<file path="src/rtl/vga_rx_pkg.sv">
`default_nettype none
// +--------------------------------------------------------------------------+
// | vga_rx_pkg : shared types and constants for the VGA stream receiver     |
// | Rev 1.0                                                                  |
// +--------------------------------------------------------------------------+
package vga_rx_pkg;

  typedef enum logic [1:0] {
    HUNT   = 2'd0,
    VBLANK = 2'd1,
    LINE   = 2'd2,
    HBLANK = 2'd3
  } rx_state_t;

  localparam int DEF_H_ACTIVE = 640;
  localparam int DEF_V_ACTIVE = 480;

  localparam int COL_W = 10;
  localparam int ROW_W = 9;

  localparam logic [15:0] CRC_POLY = 16'h1021;
  localparam logic [15:0] CRC_INIT = 16'hFFFF;

endpackage
`default_nettype wire

</file>
<file path="src/rtl/vga_rx_crc16.sv">
`default_nettype none
// +--------------------------------------------------------------------------+
// | vga_rx_crc16 : running CRC-16-CCITT, 24 bits per enabled clk, MSB first |
// | Used only when VGA_RX_CRC_EN is defined.            Rev 1.0              |
// +--------------------------------------------------------------------------+
module vga_rx_crc16
  import vga_rx_pkg::*;
(
  input  logic        clk,
  input  logic        reset,
  input  logic        init,
  input  logic        en,
  input  logic [23:0] data,
  output logic [15:0] crc
);

  logic [15:0] r_crc;
  logic [15:0] w_next;

  // Byte-wise formulation: fold each byte into the high half, then 8 shifts.
  always_comb begin
    w_next = init ? CRC_INIT : r_crc;
    for (int b = 2; b >= 0; b--) begin
      w_next = w_next ^ {data[b*8 +: 8], 8'h00};
      for (int k = 0; k < 8; k++) begin
        w_next = w_next[15] ? ({w_next[14:0], 1'b0} ^ CRC_POLY) : {w_next[14:0], 1'b0};
      end
    end
  end

  always_ff @(posedge clk) begin
    if (reset) begin
      r_crc <= CRC_INIT;
    end else if (en) begin
      r_crc <= w_next;
    end
  end

  assign crc = r_crc;

endmodule
`default_nettype wire

</file>
<file path="src/rtl/vga_stream_rx.sv">
`default_nettype none
// +--------------------------------------------------------------------------+
// | vga_stream_rx : VGA receiver -> valid-qualified pixel stream + geometry |
// | checks. Optional frame CRC built when VGA_RX_CRC_EN is defined. Rev 1.0 |
// +--------------------------------------------------------------------------+
module vga_stream_rx
  import vga_rx_pkg::*;
#(
  parameter int H_ACTIVE      = DEF_H_ACTIVE,
  parameter int V_ACTIVE      = DEF_V_ACTIVE,
  parameter bit HS_ACTIVE_LOW = 1'b1,
  parameter bit VS_ACTIVE_LOW = 1'b1
) (
  input  logic             clk,
  input  logic             reset,
  input  logic             pix_en,
  input  logic             hs,
  input  logic             vs,
  input  logic             blank_n,
  input  logic [7:0]       in_R,
  input  logic [7:0]       in_G,
  input  logic [7:0]       in_B,
  output logic             out_valid,
  output logic [7:0]       out_R,
  output logic [7:0]       out_G,
  output logic [7:0]       out_B,
  output logic [COL_W-1:0] out_col,
  output logic [ROW_W-1:0] out_row,
  output logic             sof,
  output logic             eol,
  output logic             frame_done,
  output logic [COL_W-1:0] last_cols,
  output logic [ROW_W-1:0] last_rows,
  output logic             err_hlen,
  output logic             err_vlen,
  input  logic             err_clr,
  output logic [15:0]      frame_crc
);

  localparam logic [COL_W-1:0] c_h_act = COL_W'(H_ACTIVE);
  localparam logic [ROW_W-1:0] c_v_act = ROW_W'(V_ACTIVE);

  rx_state_t        r_state, w_state_nxt;
  logic [COL_W-1:0] r_col, w_col_nxt, w_col_inc, w_px_col;
  logic [ROW_W-1:0] r_row, w_row_nxt, w_row_inc, w_px_row, w_lr_val;
  logic             r_vs_q, r_bl_q;
  logic             w_vs_act, w_hs_act, w_unused;
  logic             w_vs_rise, w_bl_rise, w_bl_fall;
  logic             w_emit, w_sof, w_eol, w_fd, w_set_h, w_set_v, w_lc_ld, w_lr_ld;

  logic             r_valid, r_sof, r_eol, r_fd, r_err_h, r_err_v;
  logic [23:0]      r_rgb;
  logic [COL_W-1:0] r_ocol, r_last_cols;
  logic [ROW_W-1:0] r_orow, r_last_rows;

  // Syncs are normalised to "asserted = 1"; HS carries no information here.
  assign w_vs_act  = VS_ACTIVE_LOW ? ~vs : vs;
  assign w_hs_act  = HS_ACTIVE_LOW ? ~hs : hs;
  assign w_unused  = w_hs_act;

  assign w_vs_rise = pix_en & w_vs_act & ~r_vs_q;
  assign w_bl_rise = pix_en & blank_n & ~r_bl_q;
  assign w_bl_fall = pix_en & ~blank_n & r_bl_q;

  // Counters saturate at all-ones so over-length geometry stays measurable.
  assign w_col_inc = (&r_col) ? r_col : r_col + COL_W'(1);
  assign w_row_inc = (&r_row) ? r_row : r_row + ROW_W'(1);

  always_ff @(posedge clk) begin
    if (reset) begin
      r_state <= HUNT;
      r_col   <= '0;
      r_row   <= '0;
      r_vs_q  <= 1'b0;
      r_bl_q  <= 1'b0;
    end else begin
      r_state <= w_state_nxt;
      r_col   <= w_col_nxt;
      r_row   <= w_row_nxt;
      if (pix_en) begin
        r_vs_q <= w_vs_act;
        r_bl_q <= blank_n;
      end
    end
  end

  always_comb begin
    w_state_nxt = r_state;
    w_col_nxt   = r_col;
    w_row_nxt   = r_row;
    w_px_col    = r_col;
    w_px_row    = r_row;
    w_lr_val    = r_row;
    w_emit      = 1'b0;
    w_sof       = 1'b0;
    w_eol       = 1'b0;
    w_fd        = 1'b0;
    w_set_h     = 1'b0;
    w_set_v     = 1'b0;
    w_lc_ld     = 1'b0;
    w_lr_ld     = 1'b0;
    if (pix_en) begin
      case (r_state)
        HUNT: begin
          if (w_vs_rise) w_state_nxt = VBLANK;
        end
        VBLANK: begin
          if (w_bl_rise) begin
            w_state_nxt = LINE;
            w_px_col    = '0;
            w_px_row    = '0;
            w_emit      = 1'b1;
            w_sof       = 1'b1;
            w_col_nxt   = COL_W'(1);
            w_row_nxt   = '0;
          end
        end
        LINE: begin
          if (w_vs_rise) begin
            // Sync mid-line: the partial line counts toward the frame height.
            w_state_nxt = VBLANK;
            w_eol       = 1'b1;
            w_fd        = 1'b1;
            w_set_h     = 1'b1;
            w_lc_ld     = 1'b1;
            w_lr_ld     = 1'b1;
            w_lr_val    = w_row_inc;
            w_set_v     = (w_row_inc != c_v_act);
          end else if (w_bl_fall) begin
            w_state_nxt = HBLANK;
            w_eol       = 1'b1;
            w_lc_ld     = 1'b1;
            w_set_h     = (r_col != c_h_act);
            w_row_nxt   = w_row_inc;
          end else if (blank_n) begin
            w_emit    = (r_col < c_h_act) && (r_row < c_v_act);
            w_col_nxt = w_col_inc;
          end
        end
        HBLANK: begin
          if (w_vs_rise) begin
            w_state_nxt = VBLANK;
            w_fd        = 1'b1;
            w_lr_ld     = 1'b1;
            w_set_v     = (r_row != c_v_act);
          end else if (w_bl_rise) begin
            w_state_nxt = LINE;
            w_px_col    = '0;
            w_emit      = (r_row < c_v_act);
            w_col_nxt   = COL_W'(1);
          end
        end
        default: w_state_nxt = HUNT;
      endcase
    end
  end

  always_ff @(posedge clk) begin
    if (reset) begin
      r_valid     <= 1'b0;
      r_sof       <= 1'b0;
      r_eol       <= 1'b0;
      r_fd        <= 1'b0;
      r_rgb       <= '0;
      r_ocol      <= '0;
      r_orow      <= '0;
      r_last_cols <= '0;
      r_last_rows <= '0;
      r_err_h     <= 1'b0;
      r_err_v     <= 1'b0;
    end else begin
      r_valid <= w_emit;
      r_sof   <= w_sof;
      r_eol   <= w_eol;
      r_fd    <= w_fd;
      if (w_emit) begin
        r_rgb  <= {in_R, in_G, in_B};
        r_ocol <= w_px_col;
        r_orow <= w_px_row;
      end
      if (w_lc_ld) r_last_cols <= r_col;
      if (w_lr_ld) r_last_rows <= w_lr_val;
      // A fresh error beats a simultaneous clear.
      r_err_h <= w_set_h | (r_err_h & ~err_clr);
      r_err_v <= w_set_v | (r_err_v & ~err_clr);
    end
  end

  assign out_valid  = r_valid;
  assign sof        = r_sof;
  assign eol        = r_eol;
  assign frame_done = r_fd;
  assign out_R      = r_rgb[23:16];
  assign out_G      = r_rgb[15:8];
  assign out_B      = r_rgb[7:0];
  assign out_col    = r_ocol;
  assign out_row    = r_orow;
  assign last_cols  = r_last_cols;
  assign last_rows  = r_last_rows;
  assign err_hlen   = r_err_h;
  assign err_vlen   = r_err_v;

`ifdef VGA_RX_CRC_EN
  logic [15:0] w_crc_run;
  logic [15:0] r_frame_crc;

  vga_rx_crc16 u_crc (
    .clk   (clk),
    .reset (reset),
    .init  (r_sof),
    .en    (r_valid),
    .data  (r_rgb),
    .crc   (w_crc_run)
  );

  // Latched at the end of the frame_done cycle, once the last pixel is folded in.
  always_ff @(posedge clk) begin
    if (reset) begin
      r_frame_crc <= '0;
    end else if (r_fd) begin
      r_frame_crc <= w_crc_run;
    end
  end

  assign frame_crc = r_frame_crc;
`else
  assign frame_crc = '0;
`endif

endmodule
`default_nettype wire

</file>
<file path="config.mk">
export PLATFORM = sky130hd
export DESIGN_NAME = vga_stream_rx
export DESIGN_NICKNAME = d
export VERILOG_FILES = /design/src/rtl/vga_rx_pkg.sv /design/src/rtl/vga_rx_crc16.sv /design/src/rtl/vga_stream_rx.sv
export SDC_FILE = /design/constraint.sdc
export NUM_CORES = 1
export LEC_CHECK = 0
export ABC_AREA = 1
export CELL_PAD_IN_SITES_DETAIL_PLACEMENT = 1
export CELL_PAD_IN_SITES_GLOBAL_PLACEMENT = 1
export CORE_ASPECT_RATIO = 1.4
export CORE_MARGIN = 3
export CORE_UTILIZATION = 34
export CTS_BUF_LIST = sky130_fd_sc_hd__clkbuf_8 sky130_fd_sc_hd__clkbuf_16
export DETAILED_ROUTE_END_ITERATION = 10
export HOLD_SLACK_MARGIN = 0.15
export PLACE_DENSITY = 0.76
export SLEW_MARGIN = 20
export SYNTH_ARGS = -nofsm -noshare
export SYNTH_HDL_FRONTEND = slang
export SYNTH_SLANG_ARGS = --single-unit
export TNS_END_PERCENT = 10
</file>
<file path="constraint.sdc">
create_clock -name clk -period 2.3 [get_ports clk]
set_clock_uncertainty 0.1 [all_clocks]
set_input_delay 0.23 -clock clk [delete_from_list [all_inputs] [get_ports clk]]
set_output_delay 0.23 -clock clk [all_outputs]
set_load 0.02 [all_outputs]
</file>
==> reports/results.tsv <==
metric	value	unit
outcome	finished clean	
worstReg2RegStart	r_col[0]	
ctsRootBufferMaster	clkbuf_16	
yosys.cell_types.count	39	
h-tree-depth	3	
grt-ovfl-total	0	
chipHeight	139	um
area.growth.synth_to_final	32.6	%
synth_area_per_cell	7.33	um2
timing.fmax	0.484	GHz
yosysMostFrequentCell	nand2_1	
wl_per_cell	15.5	um
postCtsSetupBuffers	0	
min_period_over_period	89.9	%
drv_slew	0	
core	12400	um2
synth_flop_cell	dfxtp_1	
total_power	3.51	mW
cts_tree	yes	
start_kind	register	
synth_edf_count	0	
max-vdd-ir-drop	0.000397	V
hp-class	input pin to register	
synthTopCellsByArea	dfxtp_1 42%, nand2_1 9.8%, a21oi_1 6.7%	
ctsLongestPathBuffers	2	
cts-resized-gates	0	
first_global_vias	4214	
drt-pass1-iter-count	4	
dp_hpwl	9670	um
yosysSeqAreaShare	42.2	%
via_per_inst	5.03	
final_cells	835	
portBuffers	97	
finalHoldViolCount	0	
ys.warnings.count	0	
drive_above_1_share	8.32	%
ys_seq_elements	91	
cts_buffers	9	
clk_pin_slew	0.06	ns
io_pins	115	
num_rows	48	
die-area	14100	um2
synthTopCellsByCount	113 x nand2_1, 91 x dfxtp_1, 62 x nor2_1	
place_area	5420	um2
wl	13000	um
setup_ws	0.233	ns
yosysTopAreaCell	dfxtp_1	
start_util	34.9	%
final_util	46.3	%
critPathLaunch	r_col[0]	
clock-sinks	91	
arrival	2.23	ns
antenna_found_initial	0	
path_class	register to register	
antenna_cells	0	
drt.antenna.violating_nets	0	
grt_max_degree	52	
endpoint_kind	register	
critical_path_peak_fanout	12	
pre_cts_slack	0.0405	ns
p_leak	2.11	nW
tns	0	ns
place.gp.congestion	0.896	
fp.dieW	101	um
holdWs	0.179	ns
async_flop_share	0	%
setup_viol	0	
vias	4202	
clock_latency	0.33	ns
syn_inst	589	
holdBufCountCts	0	
dpl.cell_count	821	
rsz0062_at_grt	false	
fin_area	5720	um2
drc	0	
nets	717	
synthDominantCellAreaShare	42.2	%
drtIter0Drc	197	
fillers	1563	
layout_min_cycle_time	2.07	ns
syn_area	4320	um2
min_from	pix_en	
grt_pass1_wl	21300	um
track_usage	18.3	%
drv_cap	0	
critPathRequiredTime	2.47	ns
powerDensity	614	nW/um2
-- final cells by class --
class | instances | area, um2 | share of cell area, %
repair buffers | 116 | 1150 | 20.0
inverters | 45 | 169 | 2.95
flip-flops and latches | 91 | 1820 | 31.8
multi-input cells | 419 | 2090 | 36.6
clock inverters | 5 | 80.1 | 1.40
clock buffers | 9 | 225 | 3.94
well taps | 150 | 188 | 3.28
-- layer usage --
metal	wire (um)	GRT usage, %	vias to the layer above
met4	128	3.92	0
met5	0	0	-
met3	659	2.86	11
li1	-	-	2091
met2	6690	32.9	106
met1	5470	22.6	1994
-- registers in the layout, summed over array words and instances, names as in the netlist --
register / cells
sof: 1
r_rgb: 24
err_vlen: 1
r_vs_q: 1
last_cols: 10
out_row: 9
r_col: 10
r_row: 9
eol: 1
frame_done: 1
err_hlen: 1
out_col: 10
r_bl_q: 1
out_valid: 1
last_rows: 9
r_state: 2
-- worst max-delay path, stage by stage, from the launching register on --
cell and delay (ns):
dfxtp_1 0.45, ha_1 0.24, nand2_1 0.09, nor2_1 0.10, nand2_1 0.08, nor2_1 0.13, nand2_1 0.11, nand2_1 0.08
nand2_1 0.06, nand2_2 0.18, buf_4 0.17, nand2_1 0.06, a21oi_1 0.15
-- cell usage in the layout, fill, tap and decap left out, drive strengths merged --
cell,count
a211oi,3
clkdlybuf4s50,96
nor2,70
xor2,7
conb,16
o211ai,1
o2111ai,1
a21oi,58
o31ai,1
inv,44
buf,20
dfxtp,91
clkinvlp,2
bufinv,2
nand4,5
nand3b,25
clkinv,2
o221ai,2
nand3,40
a221oi,1
clkbuf,9
nand2,117
nor3,5
xnor2,1
a31o,1
nor4,2
o21bai,1
o21ai,58
ha,4
-- logic make-up after synthesis --
| family | Yosys count | synth area share, % |
|---|---|---|
| and+or+nand+nor | 264 | 28.7 |
| AOI/OAI and AO/OA | 127 | 15.6 |
| buffers and inverters | 94 | 10.6 |
| DFF | 91 | 42.2 |
| xor gates and xnor gates | 8 | 1.62 |
| adders and majority gates | 4 | 1.16 |
| other | 1 | 0.0869 |
-- worst paths after layout --
kind	depth (start not counted)	slack (ns)	endpoint
setup / recovery	12	0.23	r_col[9]
hold / removal	3	0.18	r_bl_q
setup reg to reg	12	0.23	r_col[9]
hold reg to reg	2	0.37	last_rows[6]
-- power by group --
group	total [mW]	leakage [nW]	internal, mW	switching, mW
logic	0.347	1.23	0.140	0.207
registers	1.62	0.735	1.60	0.0210
clock network	1.54	0.143	0.938	0.604
Note: power is estimated with default switching activity, not from simulation.
